### src/rtl/program_loader_pkg.sv
// rtl/program_loader_pkg.sv - shared state encodings and constants for the program loader
package program_loader_pkg;

  typedef enum logic [2:0] {
    LDR_CNT_HI,
    LDR_CNT_LO,
    LDR_DATA,
    LDR_WRITE,
    LDR_CHK,
    LDR_DONE,
    LDR_ERROR
  } ldr_state_t;

  localparam int LDR_BYTES_PER_WORD = 4;
  localparam int LDR_INSTR_W = 28;
  localparam logic [1:0] LDR_LAST_BYTE = 2'(LDR_BYTES_PER_WORD - 1);

endpackage

### src/rtl/program_loader_word_assembler.sv
// rtl/program_loader_word_assembler.sv - big-endian byte-to-instruction shift register with byte index
module ldr_word_assembler
  import program_loader_pkg::*;
#(
  parameter int INSTR_W = LDR_INSTR_W
) (
  input  logic               clk,
  input  logic               rst,
  input  logic               clear,
  input  logic               shift_en,
  input  logic [7:0]         byte_in,
  output logic [INSTR_W-1:0] word,
  output logic               word_done
);

  // The register is only INSTR_W wide: after four shifts the top nibble of
  // the first byte has already fallen off, which is exactly the ignored field.
  logic [INSTR_W-1:0] word_q, word_d;
  logic [1:0]         idx_q, idx_d;

  // Next-state for the shift register and byte index.
  always_comb begin
    word_d = word_q;
    idx_d  = idx_q;
    if (clear) begin
      idx_d = 2'd0;
    end else if (shift_en) begin
      word_d = {word_q[INSTR_W-9:0], byte_in};
      idx_d  = idx_q + 2'd1;
    end
  end

  // Assembly state registers.
  always_ff @(posedge clk or posedge rst) begin
    if (rst) begin
      word_q <= '0;
      idx_q  <= 2'd0;
    end else begin
      word_q <= word_d;
      idx_q  <= idx_d;
    end
  end

  assign word      = word_q;
  assign word_done = shift_en && !clear && (idx_q == LDR_LAST_BYTE);

endmodule

### src/rtl/program_loader.sv
// rtl/program_loader.sv - boot image loader; PROGRAM_LOADER_CHECKSUM_EN adds a trailing checksum byte
module program_loader
  import program_loader_pkg::*;
#(
  parameter int ADDR_W  = 8,
  parameter int INSTR_W = LDR_INSTR_W
) (
  input  logic               Clock,
  input  logic               Reset,
  input  logic               iRestart,
  input  logic [7:0]         iByte,
  input  logic               iByteValid,
  output logic               oByteReady,
  output logic               oWriteEnable,
  output logic [ADDR_W-1:0]  oWriteAddress,
  output logic [INSTR_W-1:0] oWriteData,
  output logic               oCoreReset,
  output logic               oDone,
  output logic               oError
);

  localparam logic [16:0] DEPTH = 17'(1) << ADDR_W;

`ifdef PROGRAM_LOADER_CHECKSUM_EN
  localparam ldr_state_t AFTER_LAST = LDR_CHK;
`else
  localparam ldr_state_t AFTER_LAST = LDR_DONE;
`endif

  ldr_state_t         state_q, state_d;
  logic [7:0]         cnt_hi_q, cnt_hi_d;
  logic [15:0]        rem_q, rem_d;
  logic [ADDR_W-1:0]  addr_q, addr_d;
  logic               ready_q, ready_d;
  logic               we_q, we_d;
  logic               done_q, done_d;
  logic               err_q, err_d;
  logic               core_rst_q, core_rst_d;
  logic               xfer, asm_clear, asm_shift, asm_done;
  logic [15:0]        count_n;
`ifdef PROGRAM_LOADER_CHECKSUM_EN
  logic [7:0]         sum_q, sum_d;
  logic [7:0]         chk_total;
  assign chk_total = sum_q + iByte;
`endif

  assign xfer    = iByteValid && ready_q;
  assign count_n = {cnt_hi_q, iByte};

  ldr_word_assembler #(.INSTR_W(INSTR_W)) u_asm (
    .clk      (Clock),
    .rst      (Reset),
    .clear    (asm_clear),
    .shift_en (asm_shift),
    .byte_in  (iByte),
    .word     (oWriteData),
    .word_done(asm_done)
  );

  // Next-state, counters and registered output decode from the next state.
  always_comb begin
    state_d   = state_q;
    cnt_hi_d  = cnt_hi_q;
    rem_d     = rem_q;
    addr_d    = addr_q;
    asm_clear = 1'b0;
    asm_shift = 1'b0;
`ifdef PROGRAM_LOADER_CHECKSUM_EN
    sum_d     = sum_q;
`endif
    case (state_q)
      LDR_CNT_HI: if (xfer) begin
        cnt_hi_d = iByte;
        state_d  = LDR_CNT_LO;
      end
      LDR_CNT_LO: if (xfer) begin
        rem_d     = count_n;
        addr_d    = '0;
        asm_clear = 1'b1;
        if (count_n == 16'd0)            state_d = AFTER_LAST;
        else if ({1'b0, count_n} > DEPTH) state_d = LDR_ERROR;
        else                             state_d = LDR_DATA;
      end
      LDR_DATA: if (xfer) begin
        asm_shift = 1'b1;
`ifdef PROGRAM_LOADER_CHECKSUM_EN
        sum_d     = sum_q + iByte;
`endif
        if (asm_done) state_d = LDR_WRITE;
      end
      LDR_WRITE: begin
        rem_d = rem_q - 16'd1;
        // Hold the address on the last word so N == DEPTH never wraps to 0.
        if (rem_q == 16'd1) begin
          state_d = AFTER_LAST;
        end else begin
          addr_d  = addr_q + ADDR_W'(1);
          state_d = LDR_DATA;
        end
      end
`ifdef PROGRAM_LOADER_CHECKSUM_EN
      LDR_CHK: if (xfer) begin
        state_d = (chk_total == 8'd0) ? LDR_DONE : LDR_ERROR;
      end
`endif
      LDR_DONE, LDR_ERROR: if (iRestart) begin
        state_d  = LDR_CNT_HI;
        cnt_hi_d = '0;
        rem_d    = '0;
        addr_d   = '0;
`ifdef PROGRAM_LOADER_CHECKSUM_EN
        sum_d    = '0;
`endif
      end
      default: state_d = LDR_ERROR;
    endcase

    ready_d    = state_d inside {LDR_CNT_HI, LDR_CNT_LO, LDR_DATA, LDR_CHK};
    we_d       = (state_d == LDR_WRITE);
    done_d     = (state_d == LDR_DONE);
    err_d      = (state_d == LDR_ERROR);
    core_rst_d = (state_d != LDR_DONE);
  end

  // State, counter and output registers.
  always_ff @(posedge Clock or posedge Reset) begin
    if (Reset) begin
      state_q    <= LDR_CNT_HI;
      cnt_hi_q   <= '0;
      rem_q      <= '0;
      addr_q     <= '0;
      ready_q    <= 1'b1;
      we_q       <= 1'b0;
      done_q     <= 1'b0;
      err_q      <= 1'b0;
      core_rst_q <= 1'b1;
`ifdef PROGRAM_LOADER_CHECKSUM_EN
      sum_q      <= '0;
`endif
    end else begin
      state_q    <= state_d;
      cnt_hi_q   <= cnt_hi_d;
      rem_q      <= rem_d;
      addr_q     <= addr_d;
      ready_q    <= ready_d;
      we_q       <= we_d;
      done_q     <= done_d;
      err_q      <= err_d;
      core_rst_q <= core_rst_d;
`ifdef PROGRAM_LOADER_CHECKSUM_EN
      sum_q      <= sum_d;
`endif
    end
  end

  assign oByteReady    = ready_q;
  assign oWriteEnable  = we_q;
  assign oWriteAddress = addr_q;
  assign oCoreReset    = core_rst_q;
  assign oDone         = done_q;
  assign oError        = err_q;

endmodule
### config.mk
export PLATFORM = sky130hd
export DESIGN_NAME = program_loader
export DESIGN_NICKNAME = d
export VERILOG_FILES = /design/src/rtl/program_loader_pkg.sv /design/src/rtl/program_loader_word_assembler.sv /design/src/rtl/program_loader.sv
export SDC_FILE = /design/constraint.sdc
export NUM_CORES = 1
export LEC_CHECK = 0
export CAP_MARGIN = 20
export CELL_PAD_IN_SITES_DETAIL_PLACEMENT = 0
export CELL_PAD_IN_SITES_GLOBAL_PLACEMENT = 1
export CORE_MARGIN = 2
export CORE_UTILIZATION = 42
export DETAILED_ROUTE_END_ITERATION = 10
export HOLD_SLACK_MARGIN = 0.15
export MAX_ROUTING_LAYER = met4
export PLACE_DENSITY_LB_ADDON = 0.12
export SYNTH_ARGS = -nofsm -noshare
export SYNTH_HDL_FRONTEND = slang
export SYNTH_SLANG_ARGS = --single-unit
export TNS_END_PERCENT = 10
### constraint.sdc
create_clock -name Clock -period 2.62 [get_ports Clock]
set_clock_uncertainty 0.15 [all_clocks]
set_input_delay 0.393 -clock Clock [delete_from_list [all_inputs] [get_ports Clock]]
set_output_delay 0.393 -clock Clock [all_outputs]
set_load 0.03 [all_outputs]
==> summary.txt <==
Die
  – Die area: between 8000 and 9000 µm²
  – FP Rows: 32
  – I/O pins: 53
  – Die W: slightly above 90 µm
  – Initial Util: 43.5%
  – Die height: about 94 µm
  – Core Area: 7730 µm²

Yosys
  – Yosys cell types: between 50 and 60
  – Area contributors post-synth: dfrtp_1 (51%), mux2_2 (9.7%), o21ai_0 (4.6%)
  – Top-count cell post-synth: dfrtp_1
  – Top_reg_cell synth: dfrtp_1
  – #FFs+latches synth: 70
  – Most frequent cells after synthesis: dfrtp_1 (68), o21ai_0 (31), mux2_2 (29)
  – Syn. warnings: 0
  – Mapped Nets: approximately 320
  – Synth top area share: 50.6%
  – Post-synth EDFFs: 0
  – Async set-reset flop share out of synthesis: 100%
  – Synth area leader: dfrtp_1
  – Post-synthesis sequential area ratio: 52.1%
  – Synthesized area: roughly 3400 µm²
  – Mapped Cells: just over 300
  – Mean Syn Cell Area: 11.0 µm²

Worst setup path
  – R2R cell count: 5
  – Required time of the critical path: about 2700 ps
  – Critical path's largest stage delay: 610 ps
  – Crit Path Class: input pin to flop
  – Setup crit end kind: flop
  – Critical Path AT: around 2400 ps
  – Max FO, Critical Path: 3
  – Crit path cell chain: clkdlybuf4s50_1, or4_1, o21a_1, o31ai_1, nand3_1, and2_1
  – Setup crit start kind: input pin
  – Critical path's slowest cell: or4_1

Clocking
  – CTS Buf Count: 9
  – Post-CTS Hold Buffers: 0
  – Worst skew pair latency: between 300 and 400 ps
  – CTS HTree Levels: 3
  – Worst-path clk slew: ~80 ps
  – CTS max path bufs: 2
  – CTS resizes: 0
  – CTS tree: yes
  – Root buf cell: clkbuf_8
  – Sink Count: 70
  – Postcts setup bufs: 0

Placement
  – DPL Wire Length: between 5000 and 6000 µm
  – GPL Wtd Cong: 0.826
  – IO buf count: 52

STA
  – Final Critical Period: between 2000 and 2500 ps
  – Rel. slew slack: 65.8%
  – # setup viols final: 0
  – Final worst path period share: between 80 and 90%
  – Final-report hold violation count: 0
  – Count of pins over their slew limit: 0
  – Worst hold slack: between 200 and 250 ps
  – Setup TNS: 0 ps
  – RSZ-0062 raised after global routing: no
  – Fmax: 443 MHz
  – Worst Tran Pin Value: a little over 500 ps

Finish
  – ANT cells: 0
  – Share of cells above drive strength 1: 20.5%
  – Area Growth Syn to Fin: 27.4%
  – Final #Nets: just under 400

Route
  – Final WL: roughly 8000 µm
  – Antenna-violating nets left: 0
  – Detailed Route Iter0 Violations: 107
  – Number of remaining DRC errors: 0
  – DR vias: 2664
  – Via/cell ratio: 5.57
  – DRT Pass-1 Iters: 4
  – Wirelength per Cell: between 15 and 20 µm

Power
  – Total power: approximately 5.2 mW
  – P_leak: around 1.8 nW
  – P per Cell Area: between 1000 and 1500 nW/µm²
  – Worst IR Drop VDD: 0.731 mV

GRT
  – Total GRT Usage: 20.6%
  – Antenna violations before repair: 0
  – First-pass GRT wire length: around 14000 µm
  – Maximum number of pins on one net before global-route repair: 33
  – Vias in the first global route: approximately 2700
  – Grt ovf: 0

Hold path
  – Min-Delay Path Class: input pin to async pin

Flow run
  – Max-cap violations: 0

Outcome
  – Status: finished, final reports clean
flip-flops by register name, indices dropped and copies added, names as in the netlist:
name and count:
state_q 3, oByteReady 1, oError 1, oWriteEnable 1
u_asm.idx_q 2, rem_q 16, cnt_hi_q 8, u_asm.word 28
oCoreReset 1, oWriteAddress 8, oDone 1
report_power, final:
| part | internal (mW) | switching [mW] |
|---|---|---|
| Clock | 0.451 | 0.453 |
| Sequential | 1.50 | 0.376 |
| Combinational | 1.08 | 1.33 |
| Total | 3.03 | 2.16 |
layer usage:
| layer | wire [µm] | global-route usage (%) | vias to the layer above |
|---|---|---|---|
| met5 | 0 | - | - |
| met2 | 3820 | 31.1 | 72 |
| met4 | 117 | 8.21 | 0 |
| met1 | 3700 | 27.7 | 1312 |
| li1 | - | - | 1267 |
| met3 | 387 | 3.63 | 13 |
cell type report:
type,instances,area (µm²)
clock inverters,7,80.1
multi-input cells,212,1490
repair buffers,70,681
fillers,700,3440
inverters,8,30.0
clock buffers,9,124
well taps,102,128
flip-flops and latches,70,1750
kinds of logic (layout without fill, tap and decap cells):
| family | after synthesis | in the layout | share of synthesized area (%) |
|---|---|---|---|
| AOI/OAI and AO/OA | 89 | 89 | 17.2 |
| and+or+nand+nor | 86 | 86 | 14.8 |
| DFF | 70 | 70 | 52.1 |
| muxes | 31 | 31 | 10.3 |
| buffers and inverters | 24 | 94 | 3.53 |
| adders and majority gates | 4 | 4 | 1.49 |
| xor gates and xnor gates | 2 | 2 | 0.521 |
path summary, 6_finish.rpt:
check,from,end,slack (ps)
max in group asynchronous,Reset,oCoreReset,1520
worst max register to register,rem_q[4],rem_q[11],420
worst max-delay path,iByte[0],oError,360
min in group Clock,u_asm.word[23],u_asm.word[23],360
worst min register to register,u_asm.word[23],u_asm.word[23],360
worst min-delay path,Reset,u_asm.word[19],240
worst max-delay path: cells and delay by family:
family,cells,cell delay (ps)
and+or+nand+nor,3,970
AOI/OAI and AO/OA,2,560
buffers and inverters,1,430
metrics by stage:
| step | util (%) | instances | setup slack [ps] | cell area [µm²] |
|---|---|---|---|---|
| floorplan | - | 306 | 312 | 3360 |
| detailed placement | 52.8 | 462 | 4.77 | 4080 |
| CTS | 55.5 | 478 | 378 | 4290 |
| global placement | 52.8 | 462 | 22.3 | 4080 |
| global route | 55.5 | 478 | 287 | 4290 |
| finish | 55.5 | 478 | 362 | 4290 |
layout by cell type, fill, tap and decap left out, types with 4 or more instances in the layout:
cell type	count
inv_1	7
o21ai_0	31
mux2_2	29
a31oi_1	4
nor3b_1	5
buf_4	16
nor2_1	17
nand2_1	15
and2_1	4
a32oi_1	7
a22o_1	7
clkdlybuf4s50_1	52
a21oi_1	15
ha_1	4
or4_1	5
nand3_1	7
o21a_1	4
dfrtp_1	68
clkbuf_8	9
nor3_1	5
o31ai_1	4
No activity file was read; power rests on OpenSTA's default activity.
